$ cat src/rtl/cn_seq_pkg.sv
`default_nettype none
// +--------------------------------------------------------------------------+
// | cn_seq_pkg                                                               |
// | Shared state encoding, job geometry and status codes for cn_job_sequencer |
// | Revision: 1.0                                                            |
// +--------------------------------------------------------------------------+
package cn_seq_pkg;

  typedef enum logic [2:0] {
    IDLE      = 3'd0,
    LOAD_H0   = 3'd1,
    LOAD_CODE = 3'd2,
    FILL      = 3'd3,
    START     = 3'd4,
    RUN       = 3'd5,
    STOP      = 3'd6,
    DONE      = 3'd7
  } seq_state_t;

  localparam int unsigned H0_WORDS   = 28;
  localparam int unsigned CODE_WORDS = 140;

  localparam logic [1:0] ST_OK      = 2'd0;
  localparam logic [1:0] ST_TIMEOUT = 2'd1;
  localparam logic [1:0] ST_ABORTED = 2'd2;

  // Scratchpad fill word k: upper lane 2k+1, lower lane 2k.
  function automatic logic [127:0] fill_pattern(input logic [31:0] k);
    logic [63:0] even;
    even = {31'd0, k, 1'b0};
    return {even | 64'd1, even};
  endfunction

endpackage
`default_nettype wire

$ cat src/rtl/cn_scratch_fill.sv
`default_nettype none
// +--------------------------------------------------------------------------+
// | cn_scratch_fill                                                          |
// | Sweeps the whole cn_top scratchpad, one pattern word per cycle.          |
// | Used only when CN_SCRATCH_FILL_EN is defined. Revision: 1.0              |
// +--------------------------------------------------------------------------+
module cn_scratch_fill
  import cn_seq_pkg::*;
#(
  parameter int unsigned ADDRESS_WIDTH = 15
) (
  input  logic                     clk,
  input  logic                     reset_n,
  input  logic                     start,
  input  logic                     clear,
  output logic                     busy,
  output logic                     last,
  output logic [ADDRESS_WIDTH+1:0] mem_address,
  output logic                     mem_write,
  output logic [127:0]             mem_wrdata
);

  localparam int unsigned AW = ADDRESS_WIDTH + 2;

  logic          r_busy;
  logic [AW-1:0] r_k;
  logic [AW-1:0] r_mem_address;
  logic          r_mem_write;
  logic [127:0]  r_mem_wrdata;

  assign busy        = r_busy;
  assign last        = r_busy && (r_k == {AW{1'b1}});
  assign mem_address = r_mem_address;
  assign mem_write   = r_mem_write;
  assign mem_wrdata  = r_mem_wrdata;

  always_ff @(posedge clk or posedge reset_n) begin
    if (reset_n) begin
      r_busy        <= 1'b0;
      r_k           <= '0;
      r_mem_address <= '0;
      r_mem_write   <= 1'b0;
      r_mem_wrdata  <= '0;
    end else begin
      r_mem_write <= 1'b0;
      if (clear) begin
        r_busy <= 1'b0;
      end else if (start) begin
        r_busy <= 1'b1;
        r_k    <= '0;
      end else if (r_busy) begin
        r_mem_write   <= 1'b1;
        r_mem_address <= r_k;
        r_mem_wrdata  <= fill_pattern(32'(r_k));
        r_k           <= r_k + 1'b1;
        if (last) r_busy <= 1'b0;
      end
    end
  end

endmodule
`default_nettype wire

$ cat src/rtl/cn_job_sequencer.sv
`default_nettype none
// +--------------------------------------------------------------------------+
// | cn_job_sequencer                                                         |
// | Loads h0/code into cn_top, optionally fills scratchpad (macro            |
// | CN_SCRATCH_FILL_EN), starts the main loop and reports status. Rev 1.0    |
// +--------------------------------------------------------------------------+
module cn_job_sequencer
  import cn_seq_pkg::*;
#(
  parameter int unsigned ADDRESS_WIDTH  = 15,
  parameter logic [9:0]  H0_BASE        = 10'h100,
  parameter logic [9:0]  CODE_BASE      = 10'h000,
  parameter logic [9:0]  CNTL_BASE      = 10'h200,
  parameter int unsigned TIMEOUT_CYCLES = 32'd16777216
) (
  input  logic                     clk,
  input  logic                     reset_n,
  input  logic                     job_valid,
  output logic                     job_ready,
  input  logic                     abort,
  input  logic [31:0]              src_data,
  input  logic                     src_valid,
  output logic                     src_ready,
  output logic [9:0]               reg_address,
  output logic                     reg_write,
  output logic [31:0]              reg_wrdata,
  output logic [ADDRESS_WIDTH+1:0] mem_address,
  output logic                     mem_write,
  output logic [127:0]             mem_wrdata,
  input  logic                     sts_ml_finished,
  output logic                     busy,
  output logic                     done,
  output logic [1:0]               done_status
);

  seq_state_t  r_state, w_next;
  logic [7:0]  r_idx;
  logic [31:0] r_timer;
  logic        r_fin_q;
  logic [1:0]  r_status, w_status_d, r_done_status;
  logic        r_reg_write;
  logic [9:0]  r_reg_address;
  logic [31:0] r_reg_wrdata;
  logic        w_beat, w_rise, w_abortable, w_h0_last, w_code_last, w_timeout;

  assign job_ready   = (r_state == IDLE);
  assign busy        = (r_state != IDLE);
  assign done        = (r_state == DONE);
  assign done_status = r_done_status;
  assign reg_write   = r_reg_write;
  assign reg_address = r_reg_address;
  assign reg_wrdata  = r_reg_wrdata;

  // Abort masks the beat so a word arriving with abort is never written.
  assign src_ready   = ((r_state == LOAD_H0) || (r_state == LOAD_CODE)) && !abort;
  assign w_beat      = src_ready && src_valid;
  assign w_h0_last   = (r_state == LOAD_H0) && (r_idx == 8'(H0_WORDS - 1));
  assign w_code_last = (r_state == LOAD_CODE) && (r_idx == 8'(CODE_WORDS - 1));
  assign w_rise      = sts_ml_finished && !r_fin_q;
  assign w_timeout   = (r_timer == 32'(TIMEOUT_CYCLES - 1));
  assign w_abortable = (r_state != IDLE) && (r_state != STOP) && (r_state != DONE);

`ifdef CN_SCRATCH_FILL_EN
  logic w_fill_start, w_fill_last, w_fill_busy, w_fill_clear;

  assign w_fill_clear = abort && (r_state == FILL);

  cn_scratch_fill #(
    .ADDRESS_WIDTH(ADDRESS_WIDTH)
  ) u_fill (
    .clk        (clk),
    .reset_n    (reset_n),
    .start      (w_fill_start),
    .clear      (w_fill_clear),
    .busy       (w_fill_busy),
    .last       (w_fill_last),
    .mem_address(mem_address),
    .mem_write  (mem_write),
    .mem_wrdata (mem_wrdata)
  );
`else
  assign mem_address = '0;
  assign mem_write   = 1'b0;
  assign mem_wrdata  = '0;
`endif

  always_comb begin
    w_next     = r_state;
    w_status_d = r_status;
`ifdef CN_SCRATCH_FILL_EN
    w_fill_start = 1'b0;
`endif
    case (r_state)
      IDLE:      if (job_valid) w_next = LOAD_H0;
      LOAD_H0:   if (w_beat && w_h0_last) w_next = LOAD_CODE;
      LOAD_CODE: if (w_beat && w_code_last) begin
`ifdef CN_SCRATCH_FILL_EN
        w_next       = FILL;
        w_fill_start = 1'b1;
`else
        w_next = START;
`endif
      end
`ifdef CN_SCRATCH_FILL_EN
      FILL:      if (w_fill_last || !w_fill_busy) w_next = START;
`endif
      START:     w_next = RUN;
      RUN: begin
        // A finish edge beats a coincident timeout.
        if (w_rise) begin
          w_next     = DONE;
          w_status_d = ST_OK;
        end else if (w_timeout) begin
          w_next     = STOP;
          w_status_d = ST_TIMEOUT;
        end
      end
      STOP:      w_next = DONE;
      DONE:      w_next = IDLE;
      default:   w_next = IDLE;
    endcase
    if (abort && w_abortable) begin
      w_next     = STOP;
      w_status_d = ST_ABORTED;
    end
  end

  always_ff @(posedge clk or posedge reset_n) begin
    if (reset_n) begin
      r_state       <= IDLE;
      r_idx         <= '0;
      r_timer       <= '0;
      r_fin_q       <= 1'b0;
      r_status      <= ST_OK;
      r_done_status <= ST_OK;
      r_reg_write   <= 1'b0;
      r_reg_address <= '0;
      r_reg_wrdata  <= '0;
    end else begin
      r_state  <= w_next;
      r_fin_q  <= sts_ml_finished;
      r_status <= w_status_d;
      if ((w_next == DONE) && (r_state != DONE)) r_done_status <= w_status_d;

      if (r_state == IDLE)  r_idx <= '0;
      else if (w_beat)      r_idx <= (w_h0_last || w_code_last) ? 8'd0 : 8'(r_idx + 8'd1);

      if (r_state == START)    r_timer <= '0;
      else if (r_state == RUN) r_timer <= r_timer + 32'd1;

      r_reg_write <= 1'b0;
      if (w_beat) begin
        r_reg_write   <= 1'b1;
        r_reg_address <= ((r_state == LOAD_H0) ? H0_BASE : CODE_BASE) + {2'b00, r_idx};
        r_reg_wrdata  <= src_data;
      end else if ((r_state == START) && (w_next == RUN)) begin
        r_reg_write   <= 1'b1;
        r_reg_address <= CNTL_BASE;
        r_reg_wrdata  <= 32'd1;
      end else if (r_state == STOP) begin
        r_reg_write   <= 1'b1;
        r_reg_address <= CNTL_BASE;
        r_reg_wrdata  <= 32'd0;
      end
    end
  end

endmodule
`default_nettype wire

$ cat config.mk
export PLATFORM = sky130hd
export DESIGN_NAME = cn_job_sequencer
export DESIGN_NICKNAME = d
export VERILOG_FILES = /design/src/rtl/cn_seq_pkg.sv /design/src/rtl/cn_scratch_fill.sv /design/src/rtl/cn_job_sequencer.sv
export SDC_FILE = /design/constraint.sdc
export NUM_CORES = 1
export LEC_CHECK = 0
export ABC_AREA = 1
export BUFFER_PORTS_ARGS = -buffer_cell sky130_fd_sc_hd__buf_2
export CAP_MARGIN = 10
export CORE_AREA = 2 2 150 108
export CTS_BUF_LIST = sky130_fd_sc_hd__clkbuf_8
export DETAILED_ROUTE_END_ITERATION = 8
export DIE_AREA = 0 0 152 110
export PLACE_DENSITY = 0.66
export SYNTH_ARGS = -nofsm -noshare
export SYNTH_HDL_FRONTEND = slang
export SYNTH_SLANG_ARGS = --single-unit
$ cat constraint.sdc
create_clock -name clk -period 4.5 [get_ports clk]
set_input_delay 0.675 -clock clk [delete_from_list [all_inputs] [get_ports clk]]
set_output_delay 0.675 -clock clk [all_outputs]
set_load 0.02 [all_outputs]
==> key figures <==
Status
  – Result of the run: complete, no violations

Clock network
  – Clock sink count: 91
  – Post-CTS resize count: 0
  – Clock root buffer: sky130_fd_sc_hd__clkbuf_8
  – TritonCTS clock tree: built
  – H-tree levels: 3
  – Hold buffers post-CTS: 0
  – Post-CTS setup buffer count: 0
  – Insertion delay of the later-clocked pin in the worst-skew pair: between 0.3 and 0.4 ns
  – Total CTS buffers: 9
  – Clock transition at the registers of the reported paths: 0.10 ns
  – Max Root-Sink Buffers: 2

Setup path
  – Critical setup path kind: flop to flop
  – Sort of element at the end of the critical path: flop
  – Count of cells along the worst register-to-register path: 10
  – Data arrival time at the worst-slack endpoint: 2.99 ns
  – End point of the critical path: reg_wrdata[1]$_DFFE_PP0P_
  – Required arrival time at the worst endpoint: 4.82 ns
  – Worst setup slack for register-to-register paths: 1.83 ns
  – Crit path launch: r_state[2]$_DFF_PP0_
  – Maximum fanout along the worst path: 43
  – RR Endpoint: reg_wrdata[1]$_DFFE_PP0P_
  – Worst Setup Start Kind: flop
  – Crit Reg-Reg Startpoint: r_state[2]$_DFF_PP0_

STA
  – Headroom to the max-slew limit: 31.93%
  – Final clock period utilization by the worst path: 59.40%
  – Final Slew Violations: 0
  – Post-Route Setup TNS: 0 ns
  – Final count of hold timing violations: 0
  – Maximum operating frequency: 374.1 MHz
  – Measured slew at the worst slew-check pin: 1.021 ns
  – Unrepaired setup endpoints after global routing: false
  – Setup-failing EPs final: 0
  – Post-Route Skew: about 0.0098 ns
  – Minimum period implied by the final worst setup slack: approximately 2.7 ns
  – Worst Slack Setup Final: 1.827 ns

GRT
  – Initial antenna violation count: 0
  – GRT busiest layer: met1
  – Met3 track demand over resource in global routing: 3.010%
  – Met2 Use GR: 19.92%
  – Overflow left after global routing: 0
  – Global Route met1 Usage: 20.57%
  – Global-route wire length before repair: about 19 mm
  – Pin count of the biggest net entering global routing: just under 60
  – Number of global-route vias before repair: 3555
  – Global router's overall resource usage: 13.85%

Die
  – Starting utilization of the core area: 37.24%
  – Total core area: between 0.015 and 0.02 sq mm
  – Width of the chip: 152 um
  – Floorplan die height: 110 um
  – Ports placed on the boundary: 233
  – Die Outline Area: between 0.015 and 0.02 sq mm
  – Number of standard-cell rows in the floorplan: 38

Synth
  – Part of the Yosys area used for sequential elements: about 40%
  – Mean Syn Cell Area: 8.144 sq um
  – Number of instances in the synthesized netlist: 698
  – Share of Yosys cell area claimed by the top area cell type: approximately two fifths
  – Top post-synthesis cells by count: sky130_fd_sc_hd__nand2_1, sky130_fd_sc_hd__buf_4, sky130_fd_sc_hd__dfrtp_1
  – Leading cell types by total area after synthesis: sky130_fd_sc_hd__dfrtp_1, sky130_fd_sc_hd__buf_4, sky130_fd_sc_hd__nand2_1, sky130_fd_sc_hd__nand4_1, sky130_fd_sc_hd__inv_1
  – Prevailing post-synth register cell: sky130_fd_sc_hd__dfrtp_1
  – Synthesis-stage register bit count: 91
  – Number of enable-type register cells in the synthesized netlist: 0
  – Ys Warns: 0
  – Count leader, synth: sky130_fd_sc_hd__nand2_1
  – Cell variety after synth: 42
  – Post-synthesis cell type with the largest combined area: sky130_fd_sc_hd__dfrtp_1
  – Share of flip-flops with an asynchronous set or reset: 100.0%
  – Post-synthesis instance area: around 0.0057 sq mm

Route
  – Total wirelength of the detailed-routed design: 12.12 mm
  – Total DRC errors in the routed layout: 0
  – Routed wirelength normalized by instance count: 12.33 um
  – Vias per Instance: 4.320
  – Remaining number of nets flagged by the antenna check after routing: 0
  – Number of optimization iterations in the first detailed-route pass: 5
  – Initial detailed-routing violation count: 271
  – Via Count: 4247

Placement
  – Post-Place Setup Slack: 1.809 ns
  – Count of input and output buffers: 86
  – Hpwl dp: between 8 and 9 mm
  – Routability congestion estimate: 0.8281

Pwr
  – Power per cell area: 476.0 mW/mm^2
  – Clock network fraction of total power: 21.0%
  – Power share of the combinational group: 39.7%
  – Leakage dissipation: around 0.0032 uW
  – Switching power of the nets: 1280 uW
  – Proportion of power drawn by flip-flops and latches: between 30% and 40%
  – Peak supply drop: 226.3 uV
  – Internal cell power: 1530 uW
  – Net switching share of the total power: 45.54%

Min path
  – Hold wc startpoint: sts_ml_finished
  – Kind of path behind the tightest hold check: primary input to flop

Run
  – Number of max-cap violations: 0

Layout
  – Share of layout cells above drive strength 1: about a fifth
  – Count of inserted antenna diode cells: 0
  – # nets final: around 820
  – P&R area growth vs syn: 3.852%
==> kinds of logic (layout without fill, tap and decap cells) <==
logic type	Yosys count	count (layout)	share of synthesized area, %
AND/OR/NAND/NOR	313	313	26.28
flip-flops	91	91	40.06
multiplexers	2	2	0.3522
XOR/XNOR	8	8	1.233
adder cells (fa/ha/maj)	2	2	0.4402
AO/OA/AOI/OAI	54	54	5.635
buffers and inverters	227	167	25.93
other	1	146	0.06597
==> power by group through the flow <==
| stage | registers, uW | logic, uW | clock network (uW) |
|---|---|---|---|
| after floorplan | 1270 | 768 | 0 |
| after global placement | 1120 | 1110 | 0 |
| after detailed placement | 1120 | 1130 | 0 |
| after CTS | 1100 | 1130 | 610 |
| after global routing | 1130 | 1230 | 640 |
| final | 1100 | 1120 | 591 |
==> placed cells by master, fill, tap and decap left out, drive strengths merged <==
cell      Yosys  layout
nand2       166     166
conb          1     146
dfrtp        91      91
buf         160      89
inv          62      64
nand4        50      50
nor2         49      49
nand3        28      28
o21ai        25      25
nor3         15      15
a21oi        12      12
clkbuf        5       9
o22ai         7       7
xor2          5       5
xnor2         3       3
a31oi         3       3
mux2i         2       2
or2           2       2
ha            2       2
clkinvlp      0       2
nor3b         2       2
a211oi        2       2
clkinv        0       2
nor4          1       1
o21bai        1       1
o211ai        1       1
o311ai        1       1
o32ai         1       1
o221a         1       1
bufinv        0       1
==> layer usage <==
metal  wire length (um)  vias up  share of wire, %
met5                  0        -                 0
met4                167        0               1.4
met3                734       11               6.1
met2               5186      139                43
met1               6032     1965                50
li1                   -     2132                 -
==> worst min path at each step <==
stage | to | slack [ns] | cells after the start
global route | r_fin_q$_DFF_PP0_ | 0.41 | 1
detailed placement | done_status[1]$_DFFE_PP0P_ | 0.47 | 2
CTS | r_fin_q$_DFF_PP0_ | 0.41 | 1
floorplan | reg_address[6]$_DFFE_PP0P_ | 0.45 | 2
global placement | done_status[1]$_DFFE_PP0P_ | 0.46 | 2
finish | r_fin_q$_DFF_PP0_ | 0.42 | 1
==> state kept, by name, summed over array words and instances, names as in the netlist <==
register     flops
done_status      2
r_fin_q          1
r_idx            8
r_state          3
r_status         2
r_timer         32
reg_address     10
reg_wrdata      32
reg_write        1
==> cell type report <==
| class | instances | area, sq um |
|---|---|---|
| Tap cell | 200 | 250.2 |
| Sequential cell | 91 | 2277 |
| Inverter | 62 | 234.0 |
| Timing Repair Buffer | 89 | 452.9 |
| Fill cell | 1622 | 9359 |
| Clock buffer | 9 | 123.9 |
| Multi-Input combinational cell | 525 | 2482 |
| Clock inverter | 7 | 82.58 |
==> worst max-delay path: stages, from the launching register on <==
cell,delay (ns)
sky130_fd_sc_hd__dfrtp_1,0.47
sky130_fd_sc_hd__inv_2,0.16
sky130_fd_sc_hd__nand3_4,0.12
sky130_fd_sc_hd__nand2_1,0.10
sky130_fd_sc_hd__nand3_2,0.44
sky130_fd_sc_hd__buf_4,0.43
sky130_fd_sc_hd__o21bai_2,0.14
sky130_fd_sc_hd__nand3_2,0.12
sky130_fd_sc_hd__nand3_4,0.34
sky130_fd_sc_hd__nand4_1,0.16
sky130_fd_sc_hd__nand2_1,0.09
==> stage by stage <==
step	power (uW)	utilization (%)	cell area, sq um	hold WS (ns)	cells
6_report	2810	38.68	5903	0.4239	983
3_3_place_gp	2233	37.33	5697	0.4639	967
3_5_place_dp	2247	37.33	5697	0.4658	967
5_1_grt	2998	38.68	5903	0.4124	983
4_1_cts	2843	38.68	5903	0.4078	983
2_1_floorplan	2041	-	6228	0.4494	843
Note: power is estimated with default switching activity, not from simulation.
